File: src/rtl/arb_pkg.sv
// Shared types and constants for the 4-requester arbiter.
package arb_pkg;

  typedef enum logic {
    IDLE  = 1'b0,
    GRANT = 1'b1
  } arb_state_e;

  localparam int N_REQ = 4;
  localparam int ID_W  = 2;

  // Round-robin search after reset starts at requester 0.
  localparam logic [ID_W-1:0] LAST_ID_RST = 2'b11;

endpackage : arb_pkg

File: src/rtl/priority_pick4.sv
// Combinational winner selection over a masked request vector.
// Fixed mode picks the highest set index; round-robin mode scans upward
// from start_i with wrap and takes the first set bit.
module priority_pick4
  import arb_pkg::*;
(
  input  logic [N_REQ-1:0] req_i,
  input  logic             rr_mode_i,
  input  logic [ID_W-1:0]  start_i,
  output logic [ID_W-1:0]  id_o,
  output logic             found_o
);

  logic [ID_W-1:0] idx;

  // Select the winning index according to the active mode.
  always_comb begin
    id_o    = '0;
    found_o = 1'b0;
    idx     = '0;
    if (rr_mode_i) begin
      for (int i = 0; i < N_REQ; i++) begin
        idx = start_i + ID_W'(i);
        if (!found_o && req_i[idx]) begin
          id_o    = idx;
          found_o = 1'b1;
        end
      end
    end else begin
      // Ascending scan, so the last hit (highest index) wins.
      for (int i = 0; i < N_REQ; i++) begin
        if (req_i[i]) begin
          id_o    = ID_W'(i);
          found_o = 1'b1;
        end
      end
    end
  end

endmodule : priority_pick4

File: src/rtl/req_arbiter4.sv
// Registered 4-requester arbiter with hold limit, fixed/round-robin pick
// and global enable. gnt_id is the downstream mux select.
//
//   state | meaning
//   ------+-----------------------------------------------
//   IDLE  | no grant outstanding
//   GRANT | gnt_id_q owns the resource, hold_q cycles so far
module req_arbiter4
  import arb_pkg::*;
#(
  parameter int MAX_HOLD = 8
) (
  input  logic             clk,
  input  logic             rst_n,
  input  logic             enable,
  input  logic             rr_mode,
  input  logic [N_REQ-1:0] req,
  output logic [N_REQ-1:0] gnt,
  output logic [ID_W-1:0]  gnt_id,
  output logic             gnt_valid
);

  localparam int CNT_W = $clog2(MAX_HOLD + 1);
  localparam logic [CNT_W-1:0] HOLD_MAX = CNT_W'(MAX_HOLD);
  localparam logic [CNT_W-1:0] HOLD_ONE = CNT_W'(1);

  arb_state_e       state_q,   state_d;
  logic [N_REQ-1:0] gnt_q,     gnt_d;
  logic [ID_W-1:0]  gnt_id_q,  gnt_id_d;
  logic             valid_q,   valid_d;
  logic [CNT_W-1:0] hold_q,    hold_d;
  logic [ID_W-1:0]  last_id_q, last_id_d;

  logic [N_REQ-1:0] pick_mask;
  logic [ID_W-1:0]  pick_start;
  logic [ID_W-1:0]  pick_id;
  logic             pick_found;
  logic             holder_req;

  // While granted, the holder is masked out: it either released or timed out.
  assign pick_mask  = (state_q == GRANT) ? (req & ~gnt_q) : req;
  assign pick_start = last_id_q + ID_W'(1);
  assign holder_req = req[gnt_id_q];

  priority_pick4 u_pick (
    .req_i     (pick_mask),
    .rr_mode_i (rr_mode),
    .start_i   (pick_start),
    .id_o      (pick_id),
    .found_o   (pick_found)
  );

  // Next-state and next-output decision.
  always_comb begin
    state_d   = state_q;
    gnt_d     = gnt_q;
    gnt_id_d  = gnt_id_q;
    valid_d   = valid_q;
    hold_d    = hold_q;
    last_id_d = last_id_q;

    if (!enable) begin
      state_d  = IDLE;
      gnt_d    = '0;
      gnt_id_d = '0;
      valid_d  = 1'b0;
      hold_d   = '0;
    end else if (state_q == GRANT && holder_req && hold_q < HOLD_MAX) begin
      hold_d = hold_q + HOLD_ONE;
    end else if (pick_found) begin
      state_d   = GRANT;
      gnt_d     = N_REQ'(1) << pick_id;
      gnt_id_d  = pick_id;
      valid_d   = 1'b1;
      hold_d    = HOLD_ONE;
      last_id_d = pick_id;
    end else if (state_q == GRANT && holder_req) begin
      // Timed out with nobody waiting: regrant the holder.
      hold_d = HOLD_ONE;
    end else begin
      state_d  = IDLE;
      gnt_d    = '0;
      gnt_id_d = '0;
      valid_d  = 1'b0;
      hold_d   = '0;
    end
  end

  // State and output registers with synchronous reset.
  always_ff @(posedge clk) begin
    if (!rst_n) begin
      state_q   <= IDLE;
      gnt_q     <= '0;
      gnt_id_q  <= '0;
      valid_q   <= 1'b0;
      hold_q    <= '0;
      last_id_q <= LAST_ID_RST;
    end else begin
      state_q   <= state_d;
      gnt_q     <= gnt_d;
      gnt_id_q  <= gnt_id_d;
      valid_q   <= valid_d;
      hold_q    <= hold_d;
      last_id_q <= last_id_d;
    end
  end

  assign gnt       = gnt_q;
  assign gnt_id    = gnt_id_q;
  assign gnt_valid = valid_q;

endmodule : req_arbiter4
File: config.mk
export PLATFORM = sky130hd
export DESIGN_NAME = req_arbiter4
export DESIGN_NICKNAME = d
export VERILOG_FILES = /design/src/rtl/arb_pkg.sv /design/src/rtl/priority_pick4.sv /design/src/rtl/req_arbiter4.sv
export SDC_FILE = /design/constraint.sdc
export NUM_CORES = 1
export LEC_CHECK = 0
export BUFFER_PORTS_ARGS = -buffer_cell sky130_fd_sc_hd__buf_2
export CAP_MARGIN = 10
export CORE_MARGIN = 1.5
export CORE_UTILIZATION = 45
export CTS_CLUSTER_SIZE = 14
export DETAILED_ROUTE_END_ITERATION = 12
export PLACE_DENSITY = 0.67
export SYNTH_ARGS = -nofsm -noshare
export SYNTH_HDL_FRONTEND = slang
export SYNTH_SLANG_ARGS = --single-unit
export TNS_END_PERCENT = 20
File: constraint.sdc
create_clock -name clk -period 4.7 [get_ports clk]
set_clock_uncertainty 0.15 [all_clocks]
set_input_delay 1.41 -clock clk [delete_from_list [all_inputs] [get_ports clk]]
set_output_delay 1.41 -clock clk [all_outputs]
set_load 0.05 [all_outputs]
### Word level (Yosys, flattened, before mapping)

Cells that the tools add are included.

| operators by class | value |
|---|---|
| shifts and indexed selects | 1 |
| muxes and demuxes | 40 |
| add/subtract/negate cells | 5 |
| bitwise operators | 3 |
| equality and inequality tests | 1 |
| order comparisons | 6 |
| reduce and logical (&&, ||, !) cells | 11 |

Operators by type and width:

| cell | number |
|---|---|
| $mux 1 | 22 |
| $mux 2 | 9 |
| $mux 4 | 4 |
| $lt 2x3->1 const B | 5 |
| $bmux 1 s2 | 5 |
| $logic_and 1x1->1 | 5 |
| $add 2x1->2 const B | 2 |
| $add 2x2->2 const B | 2 |
| $add 4x1->4 const B | 1 |
| $and 4x4->4 | 1 |
| $lt 4x4->1 const B | 1 |
| $not 4->4 | 1 |
| $reduce_and 2->1 | 2 |
| $shl 1x2->4 const A | 1 |
| $logic_not 1->1 | 3 |
| $reduce_and 3->1 | 1 |
| $ne 2x2->1 const B | 1 |
| $not 1->1 | 1 |

| storage, ports and cells | value |
|---|---|
| logic and storage cells | 72 |
| register bits after elaboration | 13 |

### Depth between registers and ports, before layout

Gate-level depths: netlist of run 1.

| depth | value |
|---|---|
| depth after elaboration | 21 |
| gate-level depth with buffers | 7 |
| mapped depth without buffers | 6 |

### Hierarchy

Synthesis of run 1 repeated with hierarchy kept, for this count alone.

| second synthesis, totals | value |
|---|---|
| cells, all modules | 77 |
| area, all modules | 698.2 sq um |

Modules (own cells, without submodules):

| module | area each (sq um) | instances | cells each |
|---|---|---|---|
| req_arbiter4 | 595.6 | 1 | 59 |
| priority_pick4 | 102.6 | 1 | 18 |

### Least setup slack after synthesis of run 1

Ideal clock, no wire load.

| timing path | value |
|---|---|
| path type | input -> register |
| from | input req[3] |
| to | register gnt_q[3] (netlist: gnt[3]) |
| stages | 5 |
| required time | 4433 ps |
| path slack | 1900 ps |
| arrival | 2533 ps |
| setup time | 117 ps |
| path buffers | 0 |
| path through | a21boi_1 or3b_2 o2bb2ai_2 nor2_2 a32o_1 |

| on the way | value |
|---|---|
| cells in the longest elaborated chain, start to end | 20 |
| elaborated cells between the ends (all ways) | 40 |

RTL lines:

| what | RTL line | RTL |
|---|---|---|
| start, declared | req_arbiter4.sv:17 | `input logic [N_REQ-1:0] req,` |
| $and 4x4->4 | req_arbiter4.sv:41 | `assign pick_mask = (state_q == GRANT) ? (req & ~gnt_q) : req;` |
| $mux 4 | req_arbiter4.sv:41 |  |
| $bmux 1 s2 | priority_pick4.sv:24 | `if (!found_o && req_i[idx]) begin` |
| $mux 1 (not written as such) | priority_pick4.sv:24 |  |
| $mux 1 | priority_pick4.sv:24 |  |
| $mux 1 | priority_pick4.sv:21 | `if (rr_mode_i) begin` |
| $logic_not 1->1 | priority_pick4.sv:24 |  |
| $logic_and 1x1->1 | priority_pick4.sv:24 |  |
| (+4 left out) | n/a |  |
| $mux 1 | priority_pick4.sv:24 |  |
| $mux 1 | priority_pick4.sv:21 |  |
| $logic_not 1->1 | priority_pick4.sv:24 |  |
| $logic_and 1x1->1 | priority_pick4.sv:24 |  |
| $mux 1 / $mux 2 (equally long branches) | priority_pick4.sv:24 |  |
| $mux 1 / $mux 2 (equally long branches) | priority_pick4.sv:21 |  |
| $ne 2x2->1 (no source line) / $shl 1x2->4 (equally long branches) | n/a |  |
| $reduce_and 2->1 (no source line) / $mux 4 (equally long branches) | n/a |  |
| end signal, assigned | req_arbiter4.sv:100 | `gnt_q <= gnt_d;` |
| end, declared | req_arbiter4.sv:28 | `logic [N_REQ-1:0] gnt_q, gnt_d;` |

Several ways; a longest one is shown, not always the timed one. The select of a mux whose other input is x is not followed.
A chain may end at the register's enable or synchronous reset.

### Final worst setup path of run 1

Ends and elaborated chain as after synthesis.

==> impl_results.md, run 1 <==
* Cell count after synthesis at 92
* Highest Clock Rate at 360 MHz
* Max-cap viol count at 0
* DR vias/cell at approximately 5.4
* Final Power at 0.000255 W
* RSZ-0062 raised after global routing: false
* Die width at 45.3 microns
* Fin. max-slew vios at 0
* Largest net degree at the start of global routing at 12
* Num ports at 15
* CTS buffer count at 3
* Final ANT Viol Nets at 0
* GRT Total Usage at 17.8%
* Worst-path fanout max at 6
* Post-synth top area share at around 32%
* Pwr/cell area at about 280 nW/um^2
* Most used flip-flop cell after synthesis: dfxtp_1
* Relative slew margins at a little over two thirds
* Total number of vias at slightly above 700
* Initial antenna violation count at 0
* Tmin final at approximately 2800 ps
* Commonest cells after routing, fill and taps aside: buf_2 (14), dfxtp_1 (13), nand2_1 (12), nor2_1 (10), nand3_1 (7)
* Final setup fails at 0
* CP Capture Type: flop
* Period Utilization, post-route at about three fifths
* Crit start category: input port
* DP HPWL at 1280 microns
* Vias in the first global route at 651
* Data required, critical path at roughly 4700 ps
* WS Path Type: in2reg
* Post-synth cell types at 38
* CTS H-Tree Depth at 1
* Area grow syn2layout at 13.1%
* Final hold vios at 0
* Postcts setup bufs at 0
* Ys async rst share at 0%
* Dpl ws at between 1500 and 2000 ps
* TritonCTS clock tree: yes
* Num rows at 15
* Fillers at 167
* Pleak at ~0.39 nW
* Post-synth EDFFs at 0
* Post-synth net total at 101
* DRC marker count from the first detailed-route iteration at 6
* Critical path arrival at ~2800 ps
* Clock Sink Count at 13
* Yosys warning count at 0
* RePlAce Congestion at roughly 0.84
* Share of cells above drive strength 1 at approximately 28%
* CTS max path bufs at 2
* Initial DRT Pass Iterations at 4
* Global-route wire length before repair at 2660 microns
* # nets final at between 100 and 150
* Largest area contributor in the netlist: dfxtp_1
* Status: finished, final reports clean
* Post-Syn Area at around 800 sq um
* Insertion delay to the later sink of the worst-skew pair at roughly 270 ps
* Routed WL at around 1600 microns
* FF+latch count, synth at 13
* Initial core utilization at between 40% and 50%
* # DRC at 0
* Die height at 45.3 microns
* Class of the worst hold path: reg2reg
* CTS-repair resized insts at 0
* GRT Residual Overflow at 0
* Commonest non-fill, non-tap cell in the layout: buf_2
* I/O Buffers at 14
* Worst Setup Slack, final at between 1500 and 2000 ps
* Hold_buf cts at 0
* Core Area at roughly 1700 sq um
* Tightest Pin Transition at between 400 and 500 ps
* CTS root buf: clkbuf_4
* Maximum VDD drop at between 150 and 200 uV
* Sequential element share of the synthesized area at between 30% and 40%
* N_diodes at 0
* Top cells by area, synth: dfxtp_1 (32%), nand2_1 (5.6%), nor2_1 (4.7%), nand3_1 (4.4%), mux2_4 (3.7%)
* Post-Route Setup TNS at 0 ps
* Clock transition at path regs at 70 ps
* Die area at 2050 sq um
* Wire length per cell at 12.3 microns
* Mean Syn Cell Area at 8.73 sq um
==> synthesized netlist by cell type (2+ instances only) <==
cell type	instances
mux2_4	2
a211oi_1	2
a22o_1	2
buf_6	2
a21oi_1	3
nor2_1	10
nor3_2	2
nand2b_1	2
o21ai_1	3
dfxtp_1	13
inv_1	5
nand3_1	7
a21boi_1	2
nand2_1	12
o221ai_1	2
==> layout make-up <==
type	instances	area [sq um]	share of cell area [%]
flip-flops and latches	13	260	28.7
inverters	5	18.8	2.07
repair buffers	14	70.1	7.71
clock buffers	4	26.3	2.89
multi-input cells	72	502	55.2
well taps	25	31.3	3.44
==> flip-flops by register name, indices dropped and copies added (netlist names) <==
| signal | cells |
|---|---|
| last_id_q | 2 |
| hold_q | 4 |
| gnt_valid | 1 |
| gnt | 4 |
| gnt_id | 2 |
==> metrics by stage <==
stage | cells | util (%) | area, sq um | hold slack, ps
floorplan | 92 | - | 803 | 285
global placement | 129 | 51.6 | 882 | 298
detailed placement | 129 | 51.6 | 882 | 302
CTS | 133 | 53.2 | 908 | 312
global route | 133 | 53.2 | 908 | 334
finish | 133 | 53.2 | 908 | 307
==> per-layer routing <==
layer | global-route usage, % | up-vias | part of all wire [%]
met5 | 0 | - | 0
met4 | 11.2 | 0 | 2.6
met3 | 2.40 | 5 | 1.9
met2 | 28.6 | 11 | 47
met1 | 22.4 | 326 | 48
li1 | - | 374 | -
==> path summary, 6_finish.rpt <==
path,start,endpoint,slack (ps),depth (start not counted)
hold / removal,hold_q[1],hold_q[3],310,2
setup / recovery,req[3],gnt[3],1920,6
setup reg to reg,last_id_q[0],gnt[3],2480,6
hold reg to reg,hold_q[1],hold_q[3],310,2
==> power by group <==
part | switching, W | internal (W)
clock | 0.0000332 | 0.0000329
combinational | 0.0000401 | 0.0000247
sequential | 0.00000882 | 0.000116
total | 0.0000821 | 0.000173
==> logic make-up after synthesis <==
family,share of synthesized area (%)
AND/OR/NAND/NOR,24.0
AO/OA/AOI/OAI,28.0
flip-flops,32.4
adder cells (fa/ha/maj),1.56
buffers and inverters,5.14
multiplexers,7.79
XOR/XNOR,1.09
==> worst max-delay path, stage by stage <==
cell	delay, ps
buf_2	120
a21boi_1	190
or3b_2	500
o2bb2ai_2	250
nor2_2	80
a32o_1	250
Note: power is estimated with default switching activity, not from simulation.
==> inputs of run 2 (changes only) <==
Settings changed: PLACE_DENSITY 0.67 to 0.69.
Clock period 4.7 ns to 2.4 ns, I/O delays scaled along.
==> impl_results.md, run 2 (synthesis results as in run 1) <==
* Status: finished, final reports clean (unchanged)
* # DRC at 0 (unchanged)
* Critical path arrival at 2120 ps (was 2800 ps)
* Multi-input logic area at 502 sq um (unchanged)
* Final Power at 0.000508 W (was 0.000255 W)
* DP HPWL at 1370 microns (was 1280 microns)
* Final setup fails at 0 (unchanged)
* Routed WL at 1740 microns (was 1640 microns)
* Tightest Pin Transition at 513 ps (was 454 ps)
* Insertion delay to the later sink of the worst-skew pair at 280 ps (was 270 ps)
* Fillers at 164 (was 167)
* N_diodes at 0 (unchanged)
* Tmin final at 2100 ps
* GRT Residual Overflow at 0 (unchanged)
* Data required, critical path at 2420 ps (was 4720 ps)
* WS Path Type: reg2reg (was in2reg)
* Global-route wire length before repair at 2770 microns (was 2660 microns)
* Pwr/cell area at 550 nW/um^2 (was 281 nW/um^2)
* Die height at 45.3 microns (unchanged)
* Num rows at 15 (unchanged)
* DR vias/cell at 5.44 (was 5.38)
* Period Utilization, post-route at 87.7%
* Die width at 45.3 microns (unchanged)
* Postcts setup bufs at 0 (unchanged)
* Relative slew margins at 65.8% (was 69.7%)
* Worst Hold Margin at 324 ps (was 307 ps)
* CTS buffer count at 3 (unchanged)
* Wire length per cell at 12.9 microns (was 12.3 microns)
* TritonCTS clock tree: yes (unchanged)
* Final ANT Viol Nets at 0 (unchanged)
* Share of cells above drive strength 1 at 29.1% (was 27.8%)
* Crit start category: flop (was input port)
* Max-cap viol count at 0 (unchanged)
* Initial antenna violation count at 0 (unchanged)
* Num ports at 15 (unchanged)
* RSZ-0062 raised after global routing: false (unchanged)
* Pleak at 0.396 nW (was 0.386 nW)
* CTS root buf: clkbuf_4 (unchanged)
* Post-Route Setup TNS at 0 ps (unchanged)
* Total number of vias at 735 (was 716)
* Vias in the first global route at 655 (was 651)
* Hold_buf cts at 0 (unchanged)
* CTS max path bufs at 2 (unchanged)
* RePlAce Congestion at 0.844 (was 0.836)
* Core Area at 1710 sq um (unchanged)
* Worst Setup Slack, final at 295 ps (was 1920 ps)
* Largest net degree at the start of global routing at 10 (was 12)
* Worst-path fanout max at 6 (unchanged)
* Clock Sink Count at 13 (unchanged)
* CP Capture Type: flop (unchanged)
* Highest Clock Rate at roughly 480 MHz
* CTS H-Tree Depth at 1 (unchanged)
* # nets final at 120 (was 118)
* Initial DRT Pass Iterations at 4 (unchanged)
* Maximum VDD drop at 361 uV (was 180 uV)
* DRC marker count from the first detailed-route iteration at 17 (was 6)
* Critical Path Max Stage Delay at 500 ps (about the same)
* Commonest non-fill, non-tap cell in the layout: buf_2 (unchanged)
* Initial core utilization at 47.0% (unchanged)
* Slowest-stage cell, CP: dfxtp_1 (was or3b_2)
* CTS-repair resized insts at 0 (unchanged)
* Class of the worst hold path: reg2reg (unchanged)
* Storage element area at 260 sq um (unchanged)
* GRT Total Usage at 19.1% (was 17.8%)
* Area grow syn2layout at 15.0% (was 13.1%)
* Fin. max-slew vios at 0 (unchanged)
* Dpl ws at 10.7 ps (was 1650 ps)
* Commonest cells after routing, fill and taps aside: buf_2 (14), dfxtp_1 (13), nand2_1 (12), nor2_1 (10), nand3_1 (7) (unchanged)
* Final hold vios at 0 (unchanged)
* Clock transition at path regs at 70 ps (about the same)
* I/O Buffers at 14 (unchanged)
* Die area at 2050 sq um (unchanged)
* Crit path cell chain: mux2_4 > a221o_1 > o21a_1 > o2bb2ai_2 > nor2_2 > a32o_1 (was buf_2 > a21boi_1 > or3b_2 > o2bb2ai_2 > nor2_2 > a32o_1)
[run 2: cell count changes in the layout (fill, tap and decap cells not counted)]
cell / previous run / this run
buf_4: 0 / 2
[run 2: through the flow]
stage	cell area, sq um	cells	utilization [%]
finish	923	135	54.1
global route	923	135	54.1
CTS	923	135	54.1
detailed placement	897	131	52.5
global placement	897	131	52.5
floorplan	803	92	-
[run 2: power by group]
| part | switching [W] | internal, W |
|---|---|---|
| Sequential | 0.0000155 | 0.000227 |
| Combinational | 0.0000823 | 0.0000518 |
| Clock | 0.0000671 | 0.0000645 |
[run 2: metal layers]
layer	global-route usage, %	vias to the layer above	part of all wire (%)
met1	26.0	329	45
met5	0	-	0
met2	29.1	22	49
met4	10.6	0	1.4
met3	2.40	4	4.4
li1	-	380	-
[run 2: worst max-delay path: cells and delay by family, from the launching register on]
kind             cells  cell delay [ps]
AO/OA/AOI/OAI        4              930
flip-flops           1              500
multiplexers         1              330
AND/OR/NAND/NOR      1               80
[run 2: cell type report]
class	count	share of cell area [%]
well taps	25	3.39
multi-input cells	72	54.3
flip-flops and latches	13	28.2
inverters	5	2.03
repair buffers	16	9.21
clock buffers	4	2.85
[run 2: worst paths after layout]
check	to	from	slack, ps	depth (start not counted)
hold reg to reg	hold_q[3]	hold_q[0]	320	2
setup reg to reg	gnt[3]	last_id_q[0]	300	6
setup / recovery	gnt[3]	last_id_q[0]	300	6
hold / removal	hold_q[3]	hold_q[0]	320	2
==> inputs of run 3 (changes only) <==
Settings changed: CTS_BUF_LIST set to sky130_fd_sc_hd__clkbuf_4, TNS_END_PERCENT 20 to 100.
==> impl_results.md, run 3 (synthesis results as in run 1) <==
* Status: finished, final reports clean (unchanged)
* Clock transition at path regs at 80 ps (was 70 ps)
* # DRC at 0 (unchanged)
* CTS max path bufs at 2 (unchanged)
* DR vias/cell at 5.43 (was 5.44)
* Fillers at 163 (was 164)
* Pwr/cell area at 561 nW/um^2 (was 550 nW/um^2)
* GRT Residual Overflow at 0 (unchanged)
* Wire length per cell at 12.9 microns (about the same)
* RSZ-0062 raised after global routing: false (unchanged)
* Grt peak-use layer: met2 (unchanged)
* Commonest cells after routing, fill and taps aside: buf_2 (14), dfxtp_1 (13), nand2_1 (12), nor2_1 (10), nand3_1 (7) (unchanged)
* Num ports at 15 (unchanged)
* Commonest non-fill, non-tap cell in the layout: buf_2 (unchanged)
* TritonCTS clock tree: yes (unchanged)
* Final Power at 0.000521 W (was 0.000508 W)
* I/O Buffers at 14 (unchanged)
* Max-cap viol count at 0 (unchanged)
* Core Area at 1710 sq um (unchanged)
* Period Utilization, post-route at 87.9% (was 87.7%)
* Critical path arrival at 2130 ps (was 2120 ps)
* Maximum VDD drop at 361 uV (about the same)
* Final hold vios at 0 (unchanged)
* # nets final at 120 (unchanged)
* CTS H-Tree Depth at 1 (unchanged)
* GRT Total Usage at 19.1% (unchanged)
* DP HPWL at 1370 microns (unchanged)
* Final setup fails at 0 (unchanged)
* Total number of vias at 733 (was 735)
* Routed WL at 1740 microns (about the same)
* N_diodes at 0 (unchanged)
* Relative slew margins at 65.8% (unchanged)
* Die height at 45.3 microns (unchanged)
* WS Path Type: reg2reg (unchanged)
* Die width at 45.3 microns (unchanged)
* Global-route wire length before repair at 2770 microns (unchanged)
* Final ANT Viol Nets at 0 (unchanged)
* Post-Route Setup TNS at 0 ps (unchanged)
* Initial antenna violation count at 0 (unchanged)
* CTS-repair resized insts at 0 (unchanged)
* Die area at 2050 sq um (unchanged)
* Data required, critical path at 2420 ps (about the same)
* Crit start category: flop (unchanged)
* Insertion delay to the later sink of the worst-skew pair at 280 ps (about the same)
* RePlAce Congestion at 0.844 (unchanged)
* Initial core utilization at 47.0% (unchanged)
* Hold_buf cts at 0 (unchanged)
* Num rows at 15 (unchanged)
* Area grow syn2layout at 15.4% (was 15.0%)
* Vias in the first global route at 655 (unchanged)
* CTS root buf: clkbuf_4 (unchanged)
* Tmin final at 2110 ps (was 2100 ps)
* Largest net degree at the start of global routing at 10 (unchanged)
* Met1 Usage GRT at 26.0% (unchanged)
* Met2 GRT Util at 29.1% (unchanged)
* Grt met3 use at 2.40% (unchanged)
* Initial DRT Pass Iterations at 4 (unchanged)
* Pleak at 0.399 nW (was 0.396 nW)
* Share of cells above drive strength 1 at 30.0% (was 29.1%)
* Worst-path fanout max at 6 (unchanged)
* Postcts setup bufs at 0 (unchanged)
* Storage element area at 260 sq um (unchanged)
* Highest Clock Rate at 474 MHz (was 475 MHz)
* CTS buffer count at 3 (unchanged)
* DRC marker count from the first detailed-route iteration at 17 (unchanged)
* CP Capture Type: flop (unchanged)
* Class of the worst hold path: reg2reg (unchanged)
* Fin. max-slew vios at 0 (unchanged)
* Multi-input logic area at 502 sq um (unchanged)
* Tightest Pin Transition at 513 ps (unchanged)
* Clock Sink Count at 13 (unchanged)
## run 3: worst max-delay path: stages (launching register included)
cell       delay (ps)
dfxtp_1           500
mux2_4            330
a221o_1           320
o21a_1            180
o2bb2ai_2         180
nor2_2             80
a32o_1            250
## run 3: per-stage QoR
stage	hold slack (ps)	instances	worst slack, ps	util [%]	area (sq um)
floorplan	285	92	231	-	803
global placement	307	131	26.8	52.5	897
detailed placement	312	131	10.7	52.5	897
CTS	329	135	291	54.3	927
global route	358	135	181	54.3	927
finish	324	135	292	54.3	927
## run 3: per-layer routing
layer  share of wire (%)  up-vias
met3                 4.5        4
met2                  48       22
met5                   0        -
met1                  46      327
met4                 1.4        0
li1                    -      380
## run 3: cell type report
type                       instances  share of cell area, %
clock buffer                       4                   3.24
multi-input combinational         72                   54.1
inverter                           5                   2.02
tap                               25                   3.37
timing repair buffer              16                   9.18
sequential                        13                   28.1
## run 3: where the power goes
| part | switching, W | total [W] | internal (W) |
|---|---|---|---|
| Combinational | 0.0000823 | 0.000134 | 0.0000518 |
| Clock | 0.0000683 | 0.000144 | 0.0000758 |
| Sequential | 0.0000155 | 0.000242 | 0.000227 |
| Total | 0.000166 | 0.000521 | 0.000354 |
## run 3: path summary, 6_finish.rpt
check	start	endpoint	slack [ps]	cells past startpoint
max	last_id_q[0]	gnt[3]	290	6
min	hold_q[0]	hold_q[3]	320	2
max reg2reg	last_id_q[0]	gnt[3]	290	6
min reg2reg	hold_q[0]	hold_q[3]	320	2
